==> config.mk <==
export PLATFORM = sky130hd
export DESIGN_NAME = imm_encoder_flat
export DESIGN_NICKNAME = d
export VERILOG_FILES = /design/src/rtl/imm_encoder_pkg.sv /design/src/rtl/imm_encoder_if.sv /design/src/rtl/imm_encoder_range_check.sv /design/src/rtl/imm_encoder.sv /design/src/flat_wrapper.sv
export SDC_FILE = /design/constraint.sdc
export NUM_CORES = 1
export LEC_CHECK = 0
export ABC_AREA = 1
export CAP_MARGIN = 5
export CORE_MARGIN = 4
export CORE_UTILIZATION = 52
export DETAILED_ROUTE_END_ITERATION = 6
export PLACE_DENSITY = 0.89
export SLEW_MARGIN = 30
export SYNTH_ARGS = -nofsm -noshare
export SYNTH_HDL_FRONTEND = slang
export SYNTH_SLANG_ARGS = --single-unit
export TNS_END_PERCENT = 30
==> constraint.sdc <==
create_clock -name clk -period 2.5 [get_ports clk]
set_clock_uncertainty 0.2 [all_clocks]
set_input_delay 0.75 -clock clk [delete_from_list [all_inputs] [get_ports clk]]
set_output_delay 0.75 -clock clk [all_outputs]
set_load 0.03 [all_outputs]
==> src/rtl/imm_encoder_pkg.sv <==
// imm_encoder_pkg: shared format constants, stage payload and bit-placement
// helper for the RV32 immediate encoder. The immediate extender decodes the
// same ImmSrc values, so both sides agree on format numbering.
package imm_encoder_pkg;

  localparam logic [1:0] IMM_I = 2'b00;
  localparam logic [1:0] IMM_S = 2'b01;
  localparam logic [1:0] IMM_B = 2'b10;
  localparam logic [1:0] IMM_U = 2'b11;

  // One operation as it travels through stage 1.
  typedef struct packed {
    logic [1:0]  ImmSrc;
    logic [31:0] imm;
    logic [31:0] base;
    logic        err;
  } imm_stage_t;

  // Scatter imm into the format's immediate fields; every other bit comes
  // from base. Out-of-range immediates are simply truncated here.
  function automatic logic [31:0] imm_place(input logic [1:0]  src,
                                            input logic [31:0] imm,
                                            input logic [31:0] base);
    logic [31:0] r;
    r = base;
    case (src)
      IMM_I: r[31:20] = imm[11:0];
      IMM_S: begin
        r[31:25] = imm[11:5];
        r[11:7]  = imm[4:0];
      end
      IMM_B: begin
        r[31]    = imm[12];
        r[30:25] = imm[10:5];
        r[11:8]  = imm[4:1];
        r[7]     = imm[11];
      end
      default: r[31:12] = imm[31:12];
    endcase
    return r;
  endfunction

endpackage

==> src/rtl/imm_encoder_if.sv <==
// imm_encoder_if: request/result handshake bundle for imm_encoder.
// master = producer of requests / consumer of results, slave = the encoder.
interface imm_encoder_if #(
  parameter int ERR_CNT_W = 8
) ();
  logic                 in_valid;
  logic                 in_ready;
  logic [1:0]           ImmSrc;
  logic [31:0]          imm;
  logic [31:0]          base;
  logic                 out_valid;
  logic                 out_ready;
  logic [31:0]          instr;
  logic                 err;
  logic [ERR_CNT_W-1:0] err_count;

  modport master (
    output in_valid, ImmSrc, imm, base, out_ready,
    input  in_ready, out_valid, instr, err, err_count
  );

  modport slave (
    input  in_valid, ImmSrc, imm, base, out_ready,
    output in_ready, out_valid, instr, err, err_count
  );
endinterface

==> src/rtl/imm_encoder_range_check.sv <==
// imm_range_check: combinational representability test of an immediate in
// the selected RV32 format. Only instantiated when IMM_RANGE_CHECK_EN is set.
module imm_range_check
  import imm_encoder_pkg::*;
(
  input  logic [1:0]  i_imm_src,
  input  logic [31:0] i_imm,
  output logic        o_err
);

  logic w_hi11_same;  // imm[31:11] is a pure sign extension (12-bit range)
  logic w_hi12_same;  // imm[31:12] is a pure sign extension (13-bit range)

  assign w_hi11_same = (&i_imm[31:11]) | ~(|i_imm[31:11]);
  assign w_hi12_same = (&i_imm[31:12]) | ~(|i_imm[31:12]);

  // Flag any immediate the extender could not reproduce from this format.
  always_comb begin
    o_err = 1'b0;
    case (i_imm_src)
      IMM_I, IMM_S: o_err = ~w_hi11_same;
      IMM_B:        o_err = ~w_hi12_same | i_imm[0];
      default:      o_err = |i_imm[11:0];
    endcase
  end

endmodule

==> src/rtl/imm_encoder.sv <==
// imm_encoder: two-stage valid/ready RV32 immediate encoder.
// Stage 1 holds the raw request and evaluates the range check, stage 2 holds
// the assembled instruction. Optional feature macro: IMM_RANGE_CHECK_EN
// (range check, err and err_count live only when defined).
module imm_encoder
  import imm_encoder_pkg::*;
#(
  parameter int ERR_CNT_W = 8
) (
  input  logic          clk,
  input  logic          rst_n,
  imm_encoder_if.slave  bus
);

  imm_stage_t  r_s1;
  logic        r_s1_vld;
  logic        r_s2_vld;
  logic [31:0] r_instr;
  logic        r_err;

  imm_stage_t  w_s1;
  logic        w_chk_err;
  logic        w_s1_adv;
  logic        w_in_ready;
  logic        w_accept;
  logic        w_out_hs;

  // Each stage refills when empty or when its consumer is taking data.
  assign w_s1_adv   = ~r_s2_vld | bus.out_ready;
  assign w_in_ready = ~r_s1_vld | w_s1_adv;
  assign w_accept   = bus.in_valid & w_in_ready;
  assign w_out_hs   = r_s2_vld & bus.out_ready;

`ifdef IMM_RANGE_CHECK_EN
  imm_range_check u_chk (
    .i_imm_src (r_s1.ImmSrc),
    .i_imm     (r_s1.imm),
    .o_err     (w_chk_err)
  );
`else
  assign w_chk_err = 1'b0;
`endif

  // Stage-1 payload with the range verdict folded in.
  always_comb begin
    w_s1     = r_s1;
    w_s1.err = w_chk_err;
  end

  // Stage 1: capture the request on accept.
  always_ff @(posedge clk or negedge rst_n) begin
    if (!rst_n) begin
      r_s1_vld <= 1'b0;
      r_s1     <= '0;
    end else if (w_in_ready) begin
      r_s1_vld <= bus.in_valid;
      if (w_accept) begin
        r_s1.ImmSrc <= bus.ImmSrc;
        r_s1.imm    <= bus.imm;
        r_s1.base   <= bus.base;
        r_s1.err    <= 1'b0;
      end
    end
  end

  // Stage 2: assemble the instruction; holds while the consumer stalls.
  always_ff @(posedge clk or negedge rst_n) begin
    if (!rst_n) begin
      r_s2_vld <= 1'b0;
      r_instr  <= '0;
      r_err    <= 1'b0;
    end else if (w_s1_adv) begin
      r_s2_vld <= r_s1_vld;
      if (r_s1_vld) begin
        r_instr <= imm_place(w_s1.ImmSrc, w_s1.imm, w_s1.base);
        r_err   <= w_s1.err;
      end
    end
  end

`ifdef IMM_RANGE_CHECK_EN
  logic [ERR_CNT_W-1:0] r_err_cnt;

  // Count errored results at hand-off, sticking at all-ones.
  always_ff @(posedge clk or negedge rst_n) begin
    if (!rst_n)
      r_err_cnt <= '0;
    else if (w_out_hs && r_err && (r_err_cnt != '1))
      r_err_cnt <= r_err_cnt + 1'b1;
  end

  assign bus.err_count = r_err_cnt;
`else
  assign bus.err_count = '0;
`endif

  assign bus.in_ready  = w_in_ready;
  assign bus.out_valid = r_s2_vld;
  assign bus.instr     = r_instr;
  assign bus.err       = r_err;

endmodule

==> src/flat_wrapper.sv <==
// flat-port wrapper written by rule: the top's interface ports become plain ports
module imm_encoder_flat import imm_encoder_pkg::*;
#(
  parameter int ERR_CNT_W = 8
)
  (clk, rst_n, bus_in_valid, bus_ImmSrc, bus_imm, bus_base, bus_out_ready, bus_in_ready, bus_out_valid, bus_instr, bus_err, bus_err_count);
  imm_encoder_if #(.ERR_CNT_W(ERR_CNT_W)) bus_i ();
  input  logic clk;
  input  logic rst_n;
  input wire logic [$bits(bus_i.in_valid)-1:0] bus_in_valid;
  input wire logic [$bits(bus_i.ImmSrc)-1:0] bus_ImmSrc;
  input wire logic [$bits(bus_i.imm)-1:0] bus_imm;
  input wire logic [$bits(bus_i.base)-1:0] bus_base;
  input wire logic [$bits(bus_i.out_ready)-1:0] bus_out_ready;
  output wire logic [$bits(bus_i.in_ready)-1:0] bus_in_ready;
  output wire logic [$bits(bus_i.out_valid)-1:0] bus_out_valid;
  output wire logic [$bits(bus_i.instr)-1:0] bus_instr;
  output wire logic [$bits(bus_i.err)-1:0] bus_err;
  output wire logic [$bits(bus_i.err_count)-1:0] bus_err_count;
  assign bus_i.in_valid = bus_in_valid;
  assign bus_i.ImmSrc = bus_ImmSrc;
  assign bus_i.imm = bus_imm;
  assign bus_i.base = bus_base;
  assign bus_i.out_ready = bus_out_ready;
  assign bus_in_ready = bus_i.in_ready;
  assign bus_out_valid = bus_i.out_valid;
  assign bus_instr = bus_i.instr;
  assign bus_err = bus_i.err;
  assign bus_err_count = bus_i.err_count;
  imm_encoder #(.ERR_CNT_W(ERR_CNT_W)) u_core (.clk(clk), .rst_n(rst_n), .bus(bus_i));
endmodule
==> results_dict.tcl <==
set metrics [dict create \
    r2r_setup_slack_ps 360 \
    dp.cells 707 \
    grt_pass1_vias 3727 \
    cp_slowest_cell "clkdlybuf4s50_1" \
    drt-vias-per-instance 5.04 \
    ctsHoldBuffers 0 \
    period_needed_ps 2410 \
    slowest_delay_ps 690 \
    dp_hpwl_mm 7.47 \
    crit_type "reg -> out" \
    clkTransAtPathRegs_ps 90 \
    antenna_left 0 \
    antenna_found_initial 0 \
    crit_path_end "bus_instr[31]" \
    final_layout_size_suffix_gt1_share_pct 6.28 \
    layout.nets 690 \
    final_core_util_pct 69.2 \
    leakagePower_nw 2.84 \
    fp-row-count 32 \
    yosysSeqAreaShare_pct 55.3 \
    r2r-start "u_core.r_s1[65]$_DFFE_PN0P_" \
    p_int_mw 2.86 \
    cp.arrival_ps 1460 \
    grt_pass1_wl_mm 17.4 \
    crit_cells 1 \
    finalSetupViolations 0 \
    irDropWorstVdd_v 0.000684 \
    drt-initial-drc-count 216 \
    combPwrFrac_pct 35.5 \
    overflow 0 \
    syn_inst 525 \
    fin_area_mm2 0.00541 \
    fin_crit_sh_pct 96.3 \
    cpLargestDelayFamily "buffers and inverters" \
    crit_required_ps 1550 \
    start_util_pct 53.9 \
    ys_types 17 \
    worstSetupStartpoint "u_core.bus.instr[31]$_DFFE_PN0P_" \
    dpl_cell_area_mm2 0.00523 \
    rsz0062_at_grt "false" \
    chipWidth_um 98.0 \
    area_growth_pct 28.4 \
    syn_area_mm2 0.00421 \
    dr.pass1.iters 4 \
    p_sw_mw 1.72 \
    seqPwrFrac_pct 44.6 \
    nFillCells 631 \
    io_pins 113 \
    ys_warn_count 0 \
    cts_max_level 3 \
    fp.dieArea_mm2 0.00960 \
    dr_total_vias 3647 \
    worst_pin_slew_ps 778 \
    fin_cells 723 \
    globalplace.congestion 0.803 \
    tritoncts "built" \
    crit_chain "clkdlybuf4s50_1" \
    avgRoutedWirePerCell_um 14.2 \
    cp-start-kind "flop" \
    end_kind "output port" \
    routed_wl_mm 10.3 \
    drv_slew 0 \
    slew_headroom_pct 48.1 \
    grtUsageTotal_pct 22.5 \
    die_h_um 98.0 \
    path_buf_inv 1 \
    antenna_cells 0 \
    status "complete, no violations" \
    hold_path.class "in -> async" \
    core-area_mm2 0.00781 \
    layout_commonest_cell "nand2_1" \
    drv_cap 0 \
    port_buffers 96 \
    cts.sinks 93 \
    avgSynthCellArea_um2 8.02 \
    ys_seq_elements 93 \
    clkLatencyLatePin_ps 350 \
    netSwitchingFraction_pct 37.5 \
    power_density_mw_per_mm2 847 \
    numCtsBuffers 9 \
    pwr-share-clk_pct 19.9 \
    mostFrequentLayoutCells "nand2_1, dfrtp_1, clkdlybuf4s50_1" \
    grt_start_max_net_pins 42 \
    root_buffer "clkbuf_8" \
    r2r_cells 6 \
    drc 0 \
    hold_violations 0 \
    crit_fanout 2 \
    clock_path_buffers 2 \
    fmax_mhz 415 \
    reg2reg_to "u_core.bus.instr[21]$_DFFE_PN0P_" \
]
## Yosys cell counts
| library cell | instances | share of area [%] |
|---|---|---|
| nand2_1 | 256 | 23 |
| dfrtp_1 | 93 | 55 |
| nand3_1 | 65 | 7.7 |
| nor2_1 | 27 | 2.4 |
| buf_4 | 20 | 3.6 |
| inv_1 | 17 | 1.5 |
| buf_2 | 14 | 1.7 |
| a21oi_1 | 13 | 1.5 |
| o21ai_0 | 5 | 0.59 |
| ha_1 | 4 | 1.2 |
| clkbuf_1 | 3 | 0.27 |
| inv_2 | 2 | 0.18 |
| nand2_4 | 2 | 0.53 |
| buf_1 | 1 | 0.089 |
| conb_1 | 1 | 0.089 |
| nand2_2 | 1 | 0.15 |
| nand3_4 | 1 | 0.42 |
## power by group through the flow
stage | Sequential (mW) | Combinational (mW) | Clock (mW)
2_1_floorplan | 2.38 | 0.615 | 0
3_3_place_gp | 2.05 | 1.58 | 0
3_5_place_dp | 2.06 | 1.63 | 0
4_1_cts | 2.04 | 1.64 | 0.927
5_1_grt | 2.08 | 1.78 | 0.988
6_report | 2.04 | 1.63 | 0.909
## logic make-up (layout without fill, tap and decap cells)
family	count (synthesis)	after routing	synth area share (%)
buffers and inverters	57	145	7.28
flip-flops	93	93	55.3
AO/OA/AOI/OAI	18	18	2.14
AND/OR/NAND/NOR	352	352	34.0
other	1	9	0.0890
adder cells (fa/ha/maj)	4	4	1.19
## worst min path at each step
stage | end | slack (ps)
floorplan | u_core.r_s1[58]$_DFFE_PN0P_ | 240
global placement | u_core.bus.instr[1]$_DFFE_PN0P_ | 250
detailed placement | u_core.bus.instr[1]$_DFFE_PN0P_ | 250
CTS | u_core.bus.out_valid$_DFFE_PN0P_ | 90
global route | u_core.bus.instr[28]$_DFFE_PN0P_ | 110
finish | u_core.bus.instr[27]$_DFFE_PN0P_ | 90
## registers in the layout (all words and copies together), names as in the netlist
signal,flops
u_core.r_s1_vld,1
u_core.r_s1,59
u_core.bus.out_valid,1
u_core.bus.instr,32
## cell type report
cell class | instances | area [um^2] | area share [%]
well taps | 102 | 128 | 2.36
repair buffers | 110 | 1090 | 20.2
clock inverters | 5 | 36.3 | 0.671
multi-input cells | 383 | 1610 | 29.7
clock buffers | 11 | 141 | 2.62
flip-flops and latches | 93 | 2330 | 43.0
inverters | 19 | 71.3 | 1.32
## metrics by stage
step / hold WS (ps) / total power [mW] / TNS [ps] / worst slack, ps
6_report: 89.9 / 4.58 / 0 / 93.2
3_3_place_gp: 250 / 3.64 / -16.3 / -16.3
3_5_place_dp: 254 / 3.69 / -48.8 / -48.8
2_1_floorplan: 242 / 3.00 / 0 / 335
4_1_cts: 92.5 / 4.60 / 0 / 83.6
5_1_grt: 107 / 4.85 / 0 / 46.8
## per-layer routing
metal	routed length (um)	GRT usage, %	vias up
met3	679	4.93	8
met5	0	0	-
li1	-	-	1785
met2	5050	37.6	118
met4	89	7.88	0
met1	4450	29.2	1736
## what timing repair did
item,CTS,global route
buffers inserted,0,0
endpoints found under the setup margin,2,0
gates resized for setup,4,0
hold endpoints to repair,0,0
(Power assumes the default switching activity.)
